`config.mk`:
```
export PLATFORM = sky130hd
export DESIGN_NAME = lfsr_gen
export DESIGN_NICKNAME = d
export VERILOG_FILES = /design/src/rtl/lfsr_pkg.sv /design/src/rtl/lfsr_next.sv /design/src/rtl/lfsr_gen.sv
export SDC_FILE = /design/constraint.sdc
export NUM_CORES = 1
export LEC_CHECK = 0
export ABC_AREA = 1
export BUFFER_PORTS_ARGS = -buffer_cell sky130_fd_sc_hd__buf_2
export CORE_AREA = 2 2 45 47
export DETAILED_ROUTE_END_ITERATION = 6
export DIE_AREA = 0 0 47 49
export GPL_ROUTABILITY_DRIVEN = 0
export SETUP_SLACK_MARGIN = 0.02
export SLEW_MARGIN = 20
export SYNTH_ARGS = -nofsm -noshare
export SYNTH_HDL_FRONTEND = slang
export SYNTH_SLANG_ARGS = --single-unit
```
`constraint.sdc`:
```
create_clock -name clk -period 1.42 [get_ports clk]
set_clock_uncertainty 0.15 [all_clocks]
set_input_delay 0.142 -clock clk [delete_from_list [all_inputs] [get_ports clk]]
set_output_delay 0.142 -clock clk [all_outputs]
set_load 0.02 [all_outputs]
```
`src/rtl/lfsr_pkg.sv`:
```
// Shared types and constants for the parametrised LFSR family.
// Tap masks use bit i = q[i] feeds back; every table entry is a primitive polynomial.
package lfsr_pkg;

  typedef enum logic {
    LFSR_FIB    = 1'b0,
    LFSR_GALOIS = 1'b1
  } lfsr_mode_e;

  localparam int unsigned LFSR_MIN_WIDTH = 3;
  localparam int unsigned LFSR_MAX_WIDTH = 32;

  // Maximal-length tap masks for widths 3..16; zero means no table entry.
  function automatic logic [LFSR_MAX_WIDTH-1:0] lfsr_default_taps(input int unsigned width);
    logic [LFSR_MAX_WIDTH-1:0] taps;
    taps = '0;
    case (width)
      3:       taps = 32'h0000_0006;
      4:       taps = 32'h0000_000C;
      5:       taps = 32'h0000_0014;
      6:       taps = 32'h0000_0030;
      7:       taps = 32'h0000_0060;
      8:       taps = 32'h0000_00B8;
      9:       taps = 32'h0000_0110;
      10:      taps = 32'h0000_0240;
      11:      taps = 32'h0000_0500;
      12:      taps = 32'h0000_0829;
      13:      taps = 32'h0000_100D;
      14:      taps = 32'h0000_2015;
      15:      taps = 32'h0000_6000;
      16:      taps = 32'h0000_D008;
      default: taps = '0;
    endcase
    return taps;
  endfunction

endpackage

```
`src/rtl/lfsr_next.sv`:
```
// Combinational one-step advance of an LFSR state in Fibonacci or Galois form.
module lfsr_next
  import lfsr_pkg::*;
#(
  parameter int unsigned      WIDTH = 4,
  parameter logic [WIDTH-1:0] TAPS  = WIDTH'(4'b1001),
  parameter lfsr_mode_e       MODE  = LFSR_FIB
) (
  input  logic [WIDTH-1:0] q,
  output logic [WIDTH-1:0] next
);

  if (MODE == LFSR_GALOIS) begin : g_galois
    // The bit shifted out of the top is xored back into every tapped position.
    always_comb begin
      next = {q[WIDTH-2:0], 1'b0} ^ (q[WIDTH-1] ? TAPS : '0);
    end
  end else begin : g_fib
    always_comb begin
      next = {q[WIDTH-2:0], ^(q & TAPS)};
    end
  end

endmodule

```
`src/rtl/lfsr_gen.sv`:
```
// Parametrised LFSR with seed load, lock-up recovery and a period-complete detector.
// The reference register remembers the last seed so period_done marks a full cycle.
module lfsr_gen
  import lfsr_pkg::*;
#(
  parameter int unsigned      WIDTH = 4,
  parameter logic [WIDTH-1:0] TAPS  = WIDTH'(4'b1001),
  parameter lfsr_mode_e       MODE  = LFSR_FIB,
  parameter logic [WIDTH-1:0] SEED  = {WIDTH{1'b1}}
) (
  input  logic             clk,
  input  logic             preset,
  input  logic             en,
  input  logic             load,
  input  logic [WIDTH-1:0] seed_in,
  output logic [WIDTH-1:0] q,
  output logic             bit_out,
  output logic             lockup,
  output logic             period_done,
  output logic [WIDTH-1:0] cycle_cnt
);

  if ((WIDTH < LFSR_MIN_WIDTH) || (WIDTH > LFSR_MAX_WIDTH)) begin : g_bad_width
    $error("lfsr_gen: WIDTH must lie in 3..32");
  end
  if (SEED == '0) begin : g_bad_seed
    $error("lfsr_gen: SEED must be non-zero");
  end

  logic [WIDTH-1:0] state_q, state_d;
  logic [WIDTH-1:0] ref_q, ref_d;
  logic [WIDTH-1:0] cnt_q, cnt_d;
  logic             lockup_q, lockup_d;
  logic             done_q, done_d;
  logic [WIDTH-1:0] step;

  lfsr_next #(
    .WIDTH (WIDTH),
    .TAPS  (TAPS),
    .MODE  (MODE)
  ) u_next (
    .q    (state_q),
    .next (step)
  );

  // Load wins over stepping; the all-zero state never steps, it is replaced by SEED.
  always_comb begin
    state_d  = state_q;
    ref_d    = ref_q;
    cnt_d    = cnt_q;
    lockup_d = 1'b0;
    done_d   = 1'b0;
    if (load) begin
      state_d = seed_in;
      ref_d   = seed_in;
      cnt_d   = '0;
    end else if (en) begin
      if (state_q == '0) begin
        state_d  = SEED;
        lockup_d = 1'b1;
        done_d   = (SEED == ref_q);
        cnt_d    = '0;
      end else begin
        state_d = step;
        if (step == ref_q) begin
          done_d = 1'b1;
          cnt_d  = '0;
        end else begin
          cnt_d = cnt_q + WIDTH'(1);
        end
      end
    end
  end

  always_ff @(posedge clk) begin
    if (preset) begin
      state_q  <= SEED;
      ref_q    <= SEED;
      cnt_q    <= '0;
      lockup_q <= 1'b0;
      done_q   <= 1'b0;
    end else begin
      state_q  <= state_d;
      ref_q    <= ref_d;
      cnt_q    <= cnt_d;
      lockup_q <= lockup_d;
      done_q   <= done_d;
    end
  end

  assign q           = state_q;
  assign bit_out     = state_q[WIDTH-1];
  assign lockup      = lockup_q;
  assign period_done = done_q;
  assign cycle_cnt   = cnt_q;

endmodule
```
### After elaboration in Yosys (flattened, before gate mapping)

Cells that the tools add are included.

* add/subtract/negate cells: 1
* equal/unequal tests: 2
* mux-type cells: 8
* bitwise logic cells: 1
* reductions and logical operators: 5

Operator list (number)
* $mux 4: 5
* $add 4x1->4 const B: 1
* $eq 4x4->1: 1
* $eq 4x4->1 const A: 1
* $logic_not 4->1: 1
* $reduce_xor 4->1: 1
* $mux 1: 3
* $reduce_or 3->1: 1
* $reduce_bool 2->1: 1
* $reduce_or 2->1: 1
* $not 1->1: 1

* register bits after elaboration: 14
* output and inout bits: 11
* logic and storage cells: 22

### Longest topological paths before layout

* depth after elaboration: 4
* depth in mapped cells: 8
* depth with buffers taken out: 8

### Modules after synthesis

A second synthesis with hierarchy kept.

* cells, all modules: 107
* area total of the unflattened synthesis: 723.2 um2

Modules (own cells, without submodules)
* lfsr_gen: times used 1, cells an instance 99, area each 681.9 um2, seq. area each 280.3 um2
* lfsr_next: times used 1, cells an instance 8, area each 41.3 um2, seq. area each 0.0 um2

### Least setup slack after synthesis

Ideal clock, no wire load.

* path kind: register to register
* from: register state_q[0] (netlist: q[0])
* to: register cnt_q[2] (netlist: cycle_cnt[2])
* library setup time: 0.121 ns
* arrival: 1.043 ns
* required time: 1.149 ns
* slack: 0.106 ns
* cell stages (with the launch flop): 8
* cell sequence: dfxtp_1 > inv_2 > nand2_4 > nand3_1 > nand2_1 > nand3_2 > nand2_1 > a21oi_2

* longest elaborated chain between the ends: 4
* elaborated cells between the ends (all ways): 5
* classes of those cells: 1 x eq/ne; 2 x mux; 2 x reduce/logical

Ends and longest elaborated chain
* from (decl): RTL line lfsr_gen.sv:30 `logic [WIDTH-1:0] state_q, state_d;`
* from (signal assigned): RTL line lfsr_gen.sv:83 `state_q <= state_d;`
* $reduce_xor 4->1: RTL line lfsr_next.sv:20 `next = {q[WIDTH-2:0], ^(q & TAPS)};`
* $eq 4x4->1: RTL line lfsr_gen.sv:65 `if (step == ref_q) begin`
* $mux 4: RTL line lfsr_gen.sv:65
* $mux 4 (*): RTL line lfsr_gen.sv:58 `if (state_q == '0) begin`
* to (signal assigned): RTL line lfsr_gen.sv:85 `cnt_q <= cnt_d;`
* to (decl): RTL line lfsr_gen.sv:32 `logic [WIDTH-1:0] cnt_q, cnt_d;`

Every way passes the cells marked *; elsewhere a longest branch is shown, timed or not.
A chain may end at the register's enable or synchronous reset.

### Final worst setup path

* from: register state_q[3] (netlist: q[3])
* to: register cnt_q[2] (netlist: cycle_cnt[2])

The elaborated chain is that of the path after synthesis.

==> summary.md <==
| Metric | Value |
|---|---|
| Status | `complete, no violations` |
| Fillers | `203` |
| Tmin final | `~1.3 ns` |
| Clock share of power | `0.326` |
| Clock-pin slew on the worst setup and hold paths | `0.09 ns` |
| Clock Sinks | `14` |
| Antenna violations before repair | `0` |
| Max Used Layer | `met3` |
| Mean number of vias per cell | `about 4.9` |
| Share of layout cells above drive strength 1 | `0.269` |
| Die area | `2300 sq um` |
| Antenna cells | `0` |
| WHS | `0.0160 ns` |
| Setup TNS | `0 ns` |
| Setup crit start kind | `flop` |
| Slowest stage cell, crit path | `dfxtp_1` |
| Post-DP Area | `787 sq um` |
| Clk buf depth | `2` |
| CP required | `between 1 and 1.5 ns` |
| Final net count | `129` |
| Largest family of logic cells by synthesized area | `simple AND/OR/NAND/NOR gates` |
| DR WL/cell | `10.5 um` |
| Pleak | `0.000448 uW` |
| Period Utilization, post-route | `0.918` |
| Gate power share | `0.174` |
| Cell Chain, Critical Path | `inv_1 > nand2_4 > nor3_2 > a21oi_1 > nand2_1 > a21oi_2` |
| Setup bufs post-CTS | `0` |
| Slew Limit Fails | `0` |
| Wire length on met3 | `82 um` |
| Vias | `710` |
| Max cap viols | `0` |
| Core area | `between 1500 and 2000 sq um` |
| Worst path max stage delay | `0.36 ns` |
| Clock Tree Root | `clkbuf_4` |
| Fin cells | `146` |
| Kind of cell adding the most delay to the critical path | `simple AND/OR/NAND/NOR gates` |
| Synth warn | `0` |
| Hold Path Class | `in2reg` |
| DRT antenna net count | `0` |
| Placed Instances | `137` |
| Critical Path Sink Type | `flop` |
| DR WL met2 | `747 um` |
| Pre-antenna DRT Iters | `4` |
| Worst-margin pin slew | `~0.34 ns` |
| Compound-Gate Fraction of Synth Area | `0.143` |
| Cell-internal power | `roughly 630 uW` |
| Syn Area/Cell | `7.17 sq um` |
| DR DRC count | `0` |
| Mapped cell area | `674 sq um` |
| Crit Path Max Fanout | `5` |
| Area Overhead vs Synth | `29.7%` |
| Simple-gate share of the synthesized area | `0.319` |
| Pwr per Cell Area | `roughly 1000 nW/um^2` |
| Final Util | `0.475` |
| DRT iter0 DRCs | `12` |
| Share of power burned in registers | `0.500` |
| Unrepaired setup endpoints after global routing | `no` |
| Fin. Hold Viols | `0` |
| Vias in the first global route | `between 600 and 700` |
| CTS tree | `built` |
| DP HPWL | `approximately 1100 um` |
| Yosys reg bits | `14` |
| Max VDD drop | `0.494 mV` |
| Row count | `16` |
| Sw frac | `0.285` |
| NetSw | `about 250 uW` |
| Die height | `49 um` |
| # H-tree levels | `1` |
| Slew headroom | `0.771` |
| Synth Area in XOR/XNOR | `0.0260` |
| F_max | `approximately 0.77 GHz` |
| Met1 WL | `709 um` |
| Global-route wire length before repair | `2680 um` |
| Multi-input logic area | `about 340 sq um` |
| Worst skew pair latency | `0.27 ns` |
| Final instance area | `875 sq um` |
| Total gr overflow | `0` |
| Adder-cell share of the synthesized area | `0.0186` |
| Unique masters post-synth | `23` |
| Syn Inst Count | `94` |
| Crit Path Category | `reg2reg` |
| Ports | `19` |
| Critical Path AT | `1.33 ns` |
| Starting Density | `0.366` |
| Post-synthesis sequential area ratio | `0.416` |
| Chip width | `~47 um` |
| WL final | `1540 um` |
| Mux share of post-synthesis cell area | `0` |
| Buf/Inv on CP | `1` |
| Inserted Clock Buffers | `3` |
| Largest net degree at the start of global routing | `12` |
| Register area | `between 200 and 300 sq um` |
| Overall routing resource usage | `0.152` |
| Port Buffers | `18` |
| Final setup violation count | `0` |
| Syn_nets | `103` |
[placed cells by master, fill, tap and decap left out]
| cell | count |
|---|---|
| nand3_2 | 1 |
| buf_2 | 18 |
| a21oi_1 | 9 |
| nor3_1 | 1 |
| nand4_2 | 1 |
| nor3_2 | 1 |
| o21ai_1 | 3 |
| o21ai_0 | 4 |
| dfxtp_2 | 1 |
| nand4_1 | 1 |
| dlygate4sd3_1 | 5 |
| nor2_1 | 8 |
| xor2_1 | 1 |
| ha_1 | 1 |
| nand2_4 | 1 |
| clkbuf_4 | 3 |
| dfxtp_1 | 13 |
| inv_1 | 8 |
| nand2_1 | 25 |
| a22oi_1 | 1 |
| clkbuf_8 | 1 |
| xnor2_1 | 1 |
| inv_2 | 3 |
| nand2_2 | 1 |
| nand3_1 | 6 |
| a21oi_2 | 1 |
[power groups by stage]
stage / sequential, uW / combinational, uW / clock, uW
after floorplan: 456 / 89.2 / 0
after global placement: 446 / 141 / 0
after detailed placement: 447 / 142 / 0
after CTS: 438 / 153 / 294
after global routing: 442 / 171 / 315
final: 439 / 153 / 286
[layout make-up]
cell class / count / area share
Clock buffer: 4 / 0.0415
Multi-Input combinational cell: 67 / 0.391
Sequential cell: 14 / 0.322
Tap cell: 27 / 0.0386
Inverter: 11 / 0.0472
Timing Repair Buffer: 23 / 0.160
[sequential cells by signal, summed over array words and instances, names as in the netlist]
signal	cells
cycle_cnt	4
q	4
ref_q	4
lockup	1
period_done	1
[cells by family (layout without fill, tap and decap cells)]
kind of cell / after synthesis / after routing
adder cells (fa/ha/maj): 1 / 1
AO/OA/AOI/OAI: 18 / 18
flip-flops: 14 / 14
AND/OR/NAND/NOR: 46 / 46
XOR/XNOR: 2 / 2
buffers and inverters: 13 / 38
[Yosys cell counts]
cell | number | area, sq um
nand3_2 | 1 | 10.0
nand2_4 | 1 | 11.3
xor2_1 | 1 | 8.76
inv_1 | 8 | 30.0
nor3_2 | 1 | 10.0
nand4_1 | 1 | 6.26
nor3_1 | 1 | 5.00
dfxtp_1 | 14 | 280
inv_2 | 3 | 11.3
a21oi_2 | 1 | 8.76
nor2_1 | 8 | 30.0
buf_4 | 1 | 7.51
o21ai_0 | 4 | 20.0
clkbuf_1 | 1 | 3.75
o21ai_1 | 3 | 15.0
ha_1 | 1 | 12.5
nand2_1 | 25 | 93.8
nand2_2 | 1 | 6.26
a22oi_1 | 1 | 7.51
xnor2_1 | 1 | 8.76
a21oi_1 | 9 | 45.0
nand4_2 | 1 | 12.5
nand3_1 | 6 | 30.0
[metal layers]
metal,track usage,vias to the layer above
li1,-,356
met3,0.0333,0
met4,0.0278,0
met2,0.228,23
met5,0,-
met1,0.221,331
[path summary, 6_finish.rpt]
check,startpoint,end,slack (ns),cells past startpoint
max,q[3],cycle_cnt[2],0.12,6
min,preset,ref_q[0],0.02,3
max reg2reg,q[3],cycle_cnt[2],0.12,6
min reg2reg,cycle_cnt[3],cycle_cnt[3],0.35,2
[through the flow]
| stage | power [uW] | setup WS, ns |
|---|---|---|
| global placement | 587 | 0.136 |
| detailed placement | 589 | 0.118 |
| floorplan | 546 | 0.106 |
| finish | 879 | 0.117 |
| global route | 928 | 0.0222 |
| CTS | 885 | 0.103 |
[repair_timing]
item,CTS,global route
setup endpoints to repair,0,2
resized for setup,0,1
hold buffers,5,0
hold endpoints to repair,9,0
[tightest hold or removal path, stage by stage]
cell	delay, ns
buf_2	0.14
a21oi_1	0.06
o21ai_0	0.07
Note: power is estimated with default switching activity, not from simulation.
